[src/rtl/fft_pkg.sv]
// ---------------------------------------------------------------------------
// fft_pkg -- shared types and constants for the FFT twiddle datapath.
//   TW_W     default ROM magnitude width (twiddle components are TW_W+1 signed)
//   ANGLE_W  width of the first-quadrant ROM angle (0..90 degrees)
//   DEG_W    width of a whole-circle angle in degrees (0..359)
//   quadrant_t  which quarter of the circle an angle falls in
//   twiddle_t   one complex twiddle {re, im}
// ---------------------------------------------------------------------------
package fft_pkg;

  localparam int TW_W    = 16;
  localparam int ANGLE_W = 7;
  localparam int DEG_W   = 9;

  localparam logic [DEG_W-1:0] DEG_90  = 9'd90;
  localparam logic [DEG_W-1:0] DEG_180 = 9'd180;
  localparam logic [DEG_W-1:0] DEG_270 = 9'd270;
  localparam logic [DEG_W-1:0] DEG_360 = 9'd360;

  typedef enum logic [1:0] {
    Q0,  // 0..90
    Q1,  // 91..180
    Q2,  // 181..270
    Q3   // 271..359
  } quadrant_t;

  typedef struct packed {
    logic signed [TW_W:0] re;
    logic signed [TW_W:0] im;
  } twiddle_t;

endpackage

[src/rtl/twiddle_fold.sv]
// ---------------------------------------------------------------------------
// twiddle_fold -- combinational quadrant fold of a whole-circle angle.
// Maps deg (0..359) onto the first-quadrant angle the quarter-wave ROM
// understands, plus the signs to apply to the ROM's sin and cos magnitudes.
// The quadrant boundaries 90/180/270 belong to the lower quadrant.
// Ports:
//   deg    in   DEG_W    angle in degrees, 0..359
//   angle  out  ANGLE_W  folded angle, 0..90
//   sneg   out  1        sin(deg) is negative
//   cneg   out  1        cos(deg) is negative
// ---------------------------------------------------------------------------
module twiddle_fold
  import fft_pkg::*;
(
  input  logic [DEG_W-1:0]   deg,
  output logic [ANGLE_W-1:0] angle,
  output logic               sneg,
  output logic               cneg
);

  quadrant_t        quad;
  logic [DEG_W-1:0] a_full;

  // NOTE: every output of a combinational block gets a default before any
  // branch, so no path leaves a value unassigned and no latch is inferred.
  always_comb begin
    quad   = Q0;
    a_full = deg;
    sneg   = 1'b0;
    cneg   = 1'b0;

    if (deg <= DEG_90)       quad = Q0;
    else if (deg <= DEG_180) quad = Q1;
    else if (deg <= DEG_270) quad = Q2;
    else                     quad = Q3;

    case (quad)
      Q0: a_full = deg;
      Q1: begin
        a_full = DEG_180 - deg;
        cneg   = 1'b1;
      end
      Q2: begin
        a_full = deg - DEG_180;
        sneg   = 1'b1;
        cneg   = 1'b1;
      end
      Q3: begin
        a_full = DEG_360 - deg;
        sneg   = 1'b1;
      end
      default: a_full = deg;
    endcase
  end

  // Folded result is always 0..90, so the top bits are zero.
  assign angle = ANGLE_W'(a_full);

endmodule

[src/rtl/twiddle_gen.sv]
// ---------------------------------------------------------------------------
// twiddle_gen -- twiddle factor generator W_N^k = cos(theta) - j*sin(theta),
// theta = 360*k/N degrees rounded to 1 degree, N = 2^LOG2N.
// Three-stage valid/ready pipeline around an external quarter-wave ROM:
//   S1 index -> degrees, S2 quadrant fold -> rom_angle, S3 sign the ROM data.
// All stages advance together when the output is empty or being taken.
// Optional build macro TWIDDLE_INVERSE_EN adds in_inv: when set for a
// request the imaginary part is +sin(theta) (inverse-FFT twiddle).
// Ports:
//   clk, rst_n         clock, synchronous active-low reset
//   in_valid/in_ready  index request handshake
//   in_k               twiddle index 0..N-1
//   in_inv             (TWIDDLE_INVERSE_EN only) request inverse twiddle
//   rom_angle          registered 0..90 angle to the ROM
//   rom_sin, rom_cos   unsigned ROM magnitudes for rom_angle
//   out_valid/ready    twiddle handshake
//   out_re, out_im     signed W+1-bit twiddle components
// ---------------------------------------------------------------------------
module twiddle_gen
  import fft_pkg::*;
#(
  parameter int W     = TW_W,
  parameter int LOG2N = 10
) (
  input  logic                clk,
  input  logic                rst_n,
  input  logic                in_valid,
  output logic                in_ready,
  input  logic [LOG2N-1:0]    in_k,
`ifdef TWIDDLE_INVERSE_EN
  input  logic                in_inv,
`endif
  output logic [ANGLE_W-1:0]  rom_angle,
  input  logic [W-1:0]        rom_sin,
  input  logic [W-1:0]        rom_cos,
  output logic                out_valid,
  input  logic                out_ready,
  output logic signed [W:0]   out_re,
  output logic signed [W:0]   out_im
);

  localparam int PW = LOG2N + 9;
  localparam logic [PW-1:0] HALF = PW'(1) << (LOG2N - 1);

  logic adv;
  assign adv      = !out_valid || out_ready;
  assign in_ready = adv;

  logic inv_s0;
`ifdef TWIDDLE_INVERSE_EN
  assign inv_s0 = in_inv;
`else
  assign inv_s0 = 1'b0;
`endif

  // S1: round 360*k/N to the nearest degree; a round-up to 360 is angle 0.
  logic [PW-1:0]    prod;
  logic [DEG_W-1:0] deg_raw;
  logic [DEG_W-1:0] deg_s0;
  assign prod    = PW'(in_k) * PW'(DEG_360) + HALF;
  assign deg_raw = DEG_W'(prod >> LOG2N);
  assign deg_s0  = (deg_raw == DEG_360) ? '0 : deg_raw;

  logic             v1;
  logic             inv1;
  logic [DEG_W-1:0] deg1;

  // NOTE: state registers use non-blocking assignments so every stage samples
  // the previous stage's value from before this edge.
  always_ff @(posedge clk) begin
    if (!rst_n) begin
      v1   <= 1'b0;
      inv1 <= 1'b0;
      deg1 <= '0;
    end else if (adv) begin
      v1   <= in_valid;
      inv1 <= inv_s0;
      deg1 <= deg_s0;
    end
  end

  // S2: fold into the first quadrant. The inverse request flips the sign
  // of the imaginary part, so it is merged into the sin sign here.
  logic [ANGLE_W-1:0] fold_angle;
  logic               fold_sneg;
  logic               fold_cneg;
  logic               v2;
  logic               sneg2;
  logic               cneg2;

  twiddle_fold u_fold (
    .deg   (deg1),
    .angle (fold_angle),
    .sneg  (fold_sneg),
    .cneg  (fold_cneg)
  );

  always_ff @(posedge clk) begin
    if (!rst_n) begin
      v2        <= 1'b0;
      rom_angle <= '0;
      sneg2     <= 1'b0;
      cneg2     <= 1'b0;
    end else if (adv) begin
      v2        <= v1;
      rom_angle <= fold_angle;
      sneg2     <= fold_sneg ^ inv1;
      cneg2     <= fold_cneg;
    end
  end

  // S3: im = -sin(theta), so a negative sine produces a positive im.
  logic [W:0] cos_ext;
  logic [W:0] sin_ext;
  assign cos_ext = {1'b0, rom_cos};
  assign sin_ext = {1'b0, rom_sin};

  always_ff @(posedge clk) begin
    if (!rst_n) begin
      out_valid <= 1'b0;
      out_re    <= '0;
      out_im    <= '0;
    end else if (adv) begin
      out_valid <= v2;
      out_re    <= cneg2 ? -cos_ext : cos_ext;
      out_im    <= sneg2 ? sin_ext : -sin_ext;
    end
  end

endmodule

[config.mk]
export PLATFORM = sky130hd
export DESIGN_NAME = twiddle_gen
export DESIGN_NICKNAME = d
export VERILOG_FILES = /design/src/rtl/fft_pkg.sv /design/src/rtl/twiddle_fold.sv /design/src/rtl/twiddle_gen.sv
export SDC_FILE = /design/constraint.sdc
export NUM_CORES = 1
export LEC_CHECK = 0
export CORE_UTILIZATION = 53
export CTS_CLUSTER_SIZE = 12
export DETAILED_ROUTE_END_ITERATION = 10
export PLACE_DENSITY = 0.84
export SLEW_MARGIN = 0
export SYNTH_ARGS = -nofsm -noshare
export SYNTH_HDL_FRONTEND = slang
export SYNTH_SLANG_ARGS = --single-unit
[constraint.sdc]
create_clock -name clk -period 7.55 [get_ports clk]
set_clock_uncertainty 0.05 [all_clocks]
set_input_delay 1.51 -clock clk [delete_from_list [all_inputs] [get_ports clk]]
set_output_delay 1.51 -clock clk [all_outputs]
set_load 0.02 [all_outputs]
; ---- Yosys cells after proc, flatten, opt, wreduce, memory -nomap -nowiden
; Cells that the tools add are included.
[totals]
regBits = 55
output_inout_bits = 43
[classes]
addsub = 6
multipliers = 1
magnitude_cmp = 3
n_eq_ne = 4
muxes = 9
n_reduce_logical = 5
[op_table]
columns = operator, n
row1 = $mux W17, 2
row2 = $neg A16 Y17, 2
row3 = $pmux W7 S4, 1
row4 = $add A19 B10 Y19 const B, 1
row5 = $mul A10 B6 Y16 const B, 1
row6 = $eq A9 B9 Y1 const B, 1
row7 = $le A9 B7 Y1 const B, 1
row8 = $le A9 B8 Y1 const B, 1
row9 = $le A9 B9 Y1 const B, 1
row10 = $mux W9, 1
row11 = $sub A6 B7 Y7 const A, 1
row12 = $sub A7 B6 Y7 const B, 1
row13 = $sub A7 B7 Y7 const A, 1
row14 = $eq A2 B2 Y1 const B, 2
row15 = $mux W2, 2
row16 = $reduce_or A2 Y1, 2
row17 = $mux W1, 3
row18 = $eq A2 B1 Y1 const B, 1
row19 = $logic_not A2 Y1, 1
row20 = $logic_not A1 Y1, 1
row21 = $logic_or A1 B1 Y1, 1

; ---- Logic depth before layout (Yosys ltp)
[depth]
depth_word = 7
ltp_mapped = 19
mapped_depth_nobuf = 19

; ---- Modules after synthesis
; A second synthesis with hierarchy kept.
[hier_totals]
hier_cells = 583
hier_area_um2 = 4521.8
[modules_own_cells]
columns = module, instances, cells_per_inst, area_each_um2, seq_area_each_um2
row1 = twiddle_gen, 1, 501, 3967.6, 1101.1
row2 = twiddle_fold, 1, 82, 554.3, 0.0

; ---- Worst setup path after synthesis
; Ideal clock, no wire load.
[synth_timing]
path_type = input -> register
from = input in_k[4]
to = register deg1[6]
arrival_ps = 5597
required_ps = 7383
path_slack_ps = 1785
path_stages = 18
path_buffers = 1
path_cell_list = ha_1 fa_1 inv_1 fa_1 inv_1 ha_1 buf_6 a21o_1 a21o_1 xor2_1 ha_1 nor4b_2 o21ai_2 nor4_2 xnor2_1 a2111oi_4 nand2_1 a32o_2
[synth_between]
elab_chain_cells = 4
[synth_lines]
columns = element, line_no
row1 = from (decl), twiddle_gen.sv:29  ; input logic [LOG2N-1:0] in_k,
row2 = $mul A10 B6 Y16 *, twiddle_gen.sv:60  ; assign prod = PW'(in_k) * PW'(DEG_360) + HALF;
row3 = $add A19 B10 Y19 *, twiddle_gen.sv:60
row4 = $eq A9 B9 Y1, twiddle_gen.sv:62  ; assign deg_s0 = (deg_raw == DEG_360) ? '0 : deg_raw;
row5 = $mux W9 *, twiddle_gen.sv:62
row6 = to (signal assigned), twiddle_gen.sv:78  ; deg1 <= deg_s0;
row7 = to (decl), twiddle_gen.sv:66  ; logic [DEG_W-1:0] deg1;
; Every way passes the cells marked *; elsewhere a longest branch is shown, timed or not.
; A chain may end at the register's enable or synchronous reset.

; ---- Final worst setup path
; Same ends and word-level chain as after synthesis.

==> flow_summary.toml <==
[status]
run_status = "finished clean"

[sta]
fmaxAchievable_ghz = 0.1598
timing.final.max_slew_violations = 0
finalWorstPathRequiredPeriod_ps = 6257
unrepaired_setup_endpoints_after_global_routing = "false"
number_of_setup_violations_in_the_final_report = 0
setup_tns_ps = 0
timing.max_slew.rel_slack_pct = 60.11
worstMarginPinSlew_ps = 597.6
final.period_utilization_pct = 82.87
hold_viol_final = 0

[grt]
antenna_violations_before_repair = 0
groute.layer.met1.usage_pct = 27.85
grt_start_max_net_pins = 64
grt_overflow_total = 0
first_global_vias = 3870
grt_use_met3_pct = 4.265
grt_util_all_layers_pct = 22.97
grt_use_met2_pct = 41.19
grt.busiest_layer = "met2"
grt_pass1_wl_mm = 16.86

[finish]
fillCellCount = 666
finish.cell_count_without_fillers = 723
nets = 716
area_growth_pct = 22.45
diodes = 0
post_route_cells_drive_above_1_share_pct = 5.825
multi_input_area_mm2 = 0.003236
area_of_all_sequential_standard_cells_mm2 = 0.001101

[detailed_routing]
drc = 0
drt_wl_total_mm = 10.29
avgViaCountPerCell = 5.651
drt_wl_cell_um = 14.23
vias = 4086
route.antenna.remaining_nets = 0
drt-pass1-iter-count = 4
detailedRoute.firstIterationViolations = 165

[clock_network]
cts-resized-gates = 0
cts_inserted_buffers = 5
cts_setup_buffers = 0
cts_tree = "done"
clkSlewWorstSetupHoldPaths_ps = 90
clock-sinks = 55
cts.hold.buffers_added = 0
clk_root_buffer_cell = "clkbuf_8"
clock_tree.htree_level_count = 2
cts-root-to-sink-buffers = 2
clock_latency_on_the_worst_skew_pair_ps = 310

[synthesis]
synth-async-reset-ratio_pct = 0
fraction_of_the_mapped_netlist_area_in_adder_cells_pct = 16.29
yosys.area_share.xor_xnor_pct = 8.816
synth.net_count = 645
synth_compound_area_share_pct = 25.13
post_synth_mux_area_share_pct = 0.8574
post_synth_num_cell_types = 77
synth-seq-cells = 55
synth-simple-area-share_pct = 18.14
synth_sequential_area_ratio_pct = 23.58
syn-mean-instance-area_um2 = 8.552
number_of_flops_mapped_to_enable_cells_by_yosys = 0
synth.yosys.warnings = 0
synth.cell_area_mm2 = 0.004669
syn_inst = 546
main_combinational_cell_family_by_area_after_synthesis = "compound AO/OA/AOI/OAI gates"
synth_ff_type = "dfxtp_1"

[worst_setup_path]
path_class = "input port to flop"
cp-end-kind = "flop"
r2r_slack_ps = 3650
path_max_fanout = 10
r2r_end = "rom_angle[6]"
timing_startpoint_of_the_critical_path = "in_k[4]"
crit_end = "deg1[6]"
rr_worst_depth = 19
worst_setup_path_start_kind = "input port"
r2r_start = "deg1[2]"
crit_arrival_ps = 6420
worst-endpoint-required_ps = 7710

[floorplan]
area_of_the_placeable_core_mm2 = 0.008382
start_util_pct = 55.71
chipWidth_um = 95.87
floorplan.io_pins = 89
total_die_area_mm2 = 0.009190
floorplan.die.height_um = 95.87
num_rows = 33

[placement]
gp_routability_congestion = 0.8841
port_buffers = 88
post-place-cells = 715
estimated_wirelength_of_the_detail_placed_design_mm = 7.964

[min_path]
whs_path_depth = 2
hold_path.class = "flop to flop"

[power_and_ir_drop]
power.density_cell_area_mw_per_mm2 = 300.8
total_leakage_power_nw = 2.533
ir_drop_uv = 142.5

[job]
cap_viol_max_count = 0
per-stage QoR:
stage,hold slack [ps],power [mW],setup WS (ps),utilization [%],instance area [um^2]
global route,454.2,1.855,997.2,68.22,5718
CTS,420.3,1.723,1302,68.22,5718
global placement,399.7,1.447,1130,66.64,5585
finish,418.0,1.720,1293,68.22,5718
detailed placement,404.5,1.489,965.7,66.64,5585
floorplan,390.6,1.234,1785,-,4669
worst min path at each step:
stage	end	slack, ps	startpoint
2_1_floorplan	out_valid	390	v2
3_3_place_gp	out_re[9]	400	out_re[9]
3_5_place_dp	v2	400	v1
4_1_cts	out_re[0]	420	out_re[0]
5_1_grt	v2	450	v2
6_report	v1	420	v1
cells in the final DEF (no fill, tap or decap), drive strengths merged, types with 3 or more instances in the layout:
master / synthesis / layout
a22oi: 3 / 3
xnor2: 24 / 24
a211oi: 4 / 4
fa: 13 / 13
mux2i: 4 / 4
and2: 16 / 16
dfxtp: 55 / 55
o31ai: 3 / 3
clkbuf: 23 / 6
clkdlybuf4s50: 0 / 88
a21boi: 13 / 13
nand2: 67 / 67
a21oi: 14 / 14
nand2b: 6 / 6
o21ai: 37 / 37
nor2: 20 / 20
nor3: 6 / 6
a32o: 4 / 4
nor4: 9 / 9
buf: 4 / 3
xor2: 20 / 20
nor2b: 8 / 8
nand4: 3 / 3
nand3: 7 / 7
o311ai: 4 / 4
a21o: 5 / 5
a31oi: 4 / 4
ha: 40 / 40
o211a: 28 / 28
inv: 57 / 57
or3: 9 / 9
routing by layer:
layer  part of all wire, %  routed length (um)  up-vias
met5                     0                   0        -
met4                   2.1                 213        0
met3                   4.4                 449       18
met2                    51                5198      113
met1                    43                4429     1903
li1                      -                   -     2052
registers in the layout, indices dropped and copies added, names as in the netlist:
name       flops
rom_angle      7
out_re        17
cneg2          1
deg1           9
out_valid      1
out_im        17
v1             1
sneg2          1
v2             1
logic make-up (layout without fill, tap and decap cells):
family                     Yosys count  count (layout)
and+or+nand+nor                    162             162
AOI/OAI and AO/OA                  144             144
buffers and inverters               84             156
muxes                                4               4
xor gates and xnor gates            44              44
adders and majority gates           53              53
DFF                                 55              55
cells in the mapped netlist (6+ instances only):
library cell  number  area share, %
nand2b_1           6           0.80
nor4_1             8            1.1
nor3_1             6           0.64
xnor2_1           23            4.3
fa_1              13            5.6
a21oi_1           12            1.3
or3_1              9            1.2
dfxtp_1           55             24
nand2_1           65            5.2
o21ai_0           32            3.4
clkbuf_1          23            1.8
o211a_1           27            5.8
a21boi_0          12            1.9
nor2b_1            8            1.1
xor2_1            19            3.6
nor2_1            20            1.6
and2_1            16            2.1
ha_1              40             11
inv_1             56            4.5
report_power, final:
group	switching, mW	leakage (nW)	internal (mW)	total, mW
logic	0.585	2.01	0.482	1.07
clock network	0.0991	0.0654	0.133	0.232
registers	0.0622	0.457	0.358	0.421
total	0.746	2.53	0.973	1.72
critical path: stages:
cell and delay, ps:
clkdlybuf4s50_1 440, ha_1 370, fa_1 540, inv_1 50
fa_1 530, inv_1 50, ha_1 450, a21o_1 250
a21o_1 200, xor2_1 150, ha_1 270, nor4b_2 300
o21ai_2 140, nor4_2 270, xnor2_1 180, a2111oi_4 300
nand2_1 130, a32o_2 280
cell type report:
cell class / instances / area share (%)
clock inverters: 2 / 1.050
inverters: 57 / 3.742
clock buffers: 6 / 1.269
repair buffers: 91 / 15.80
flip-flops and latches: 55 / 19.26
multi-input cells: 407 / 56.59
well taps: 105 / 2.298
No activity file was read; power rests on OpenSTA's default activity.
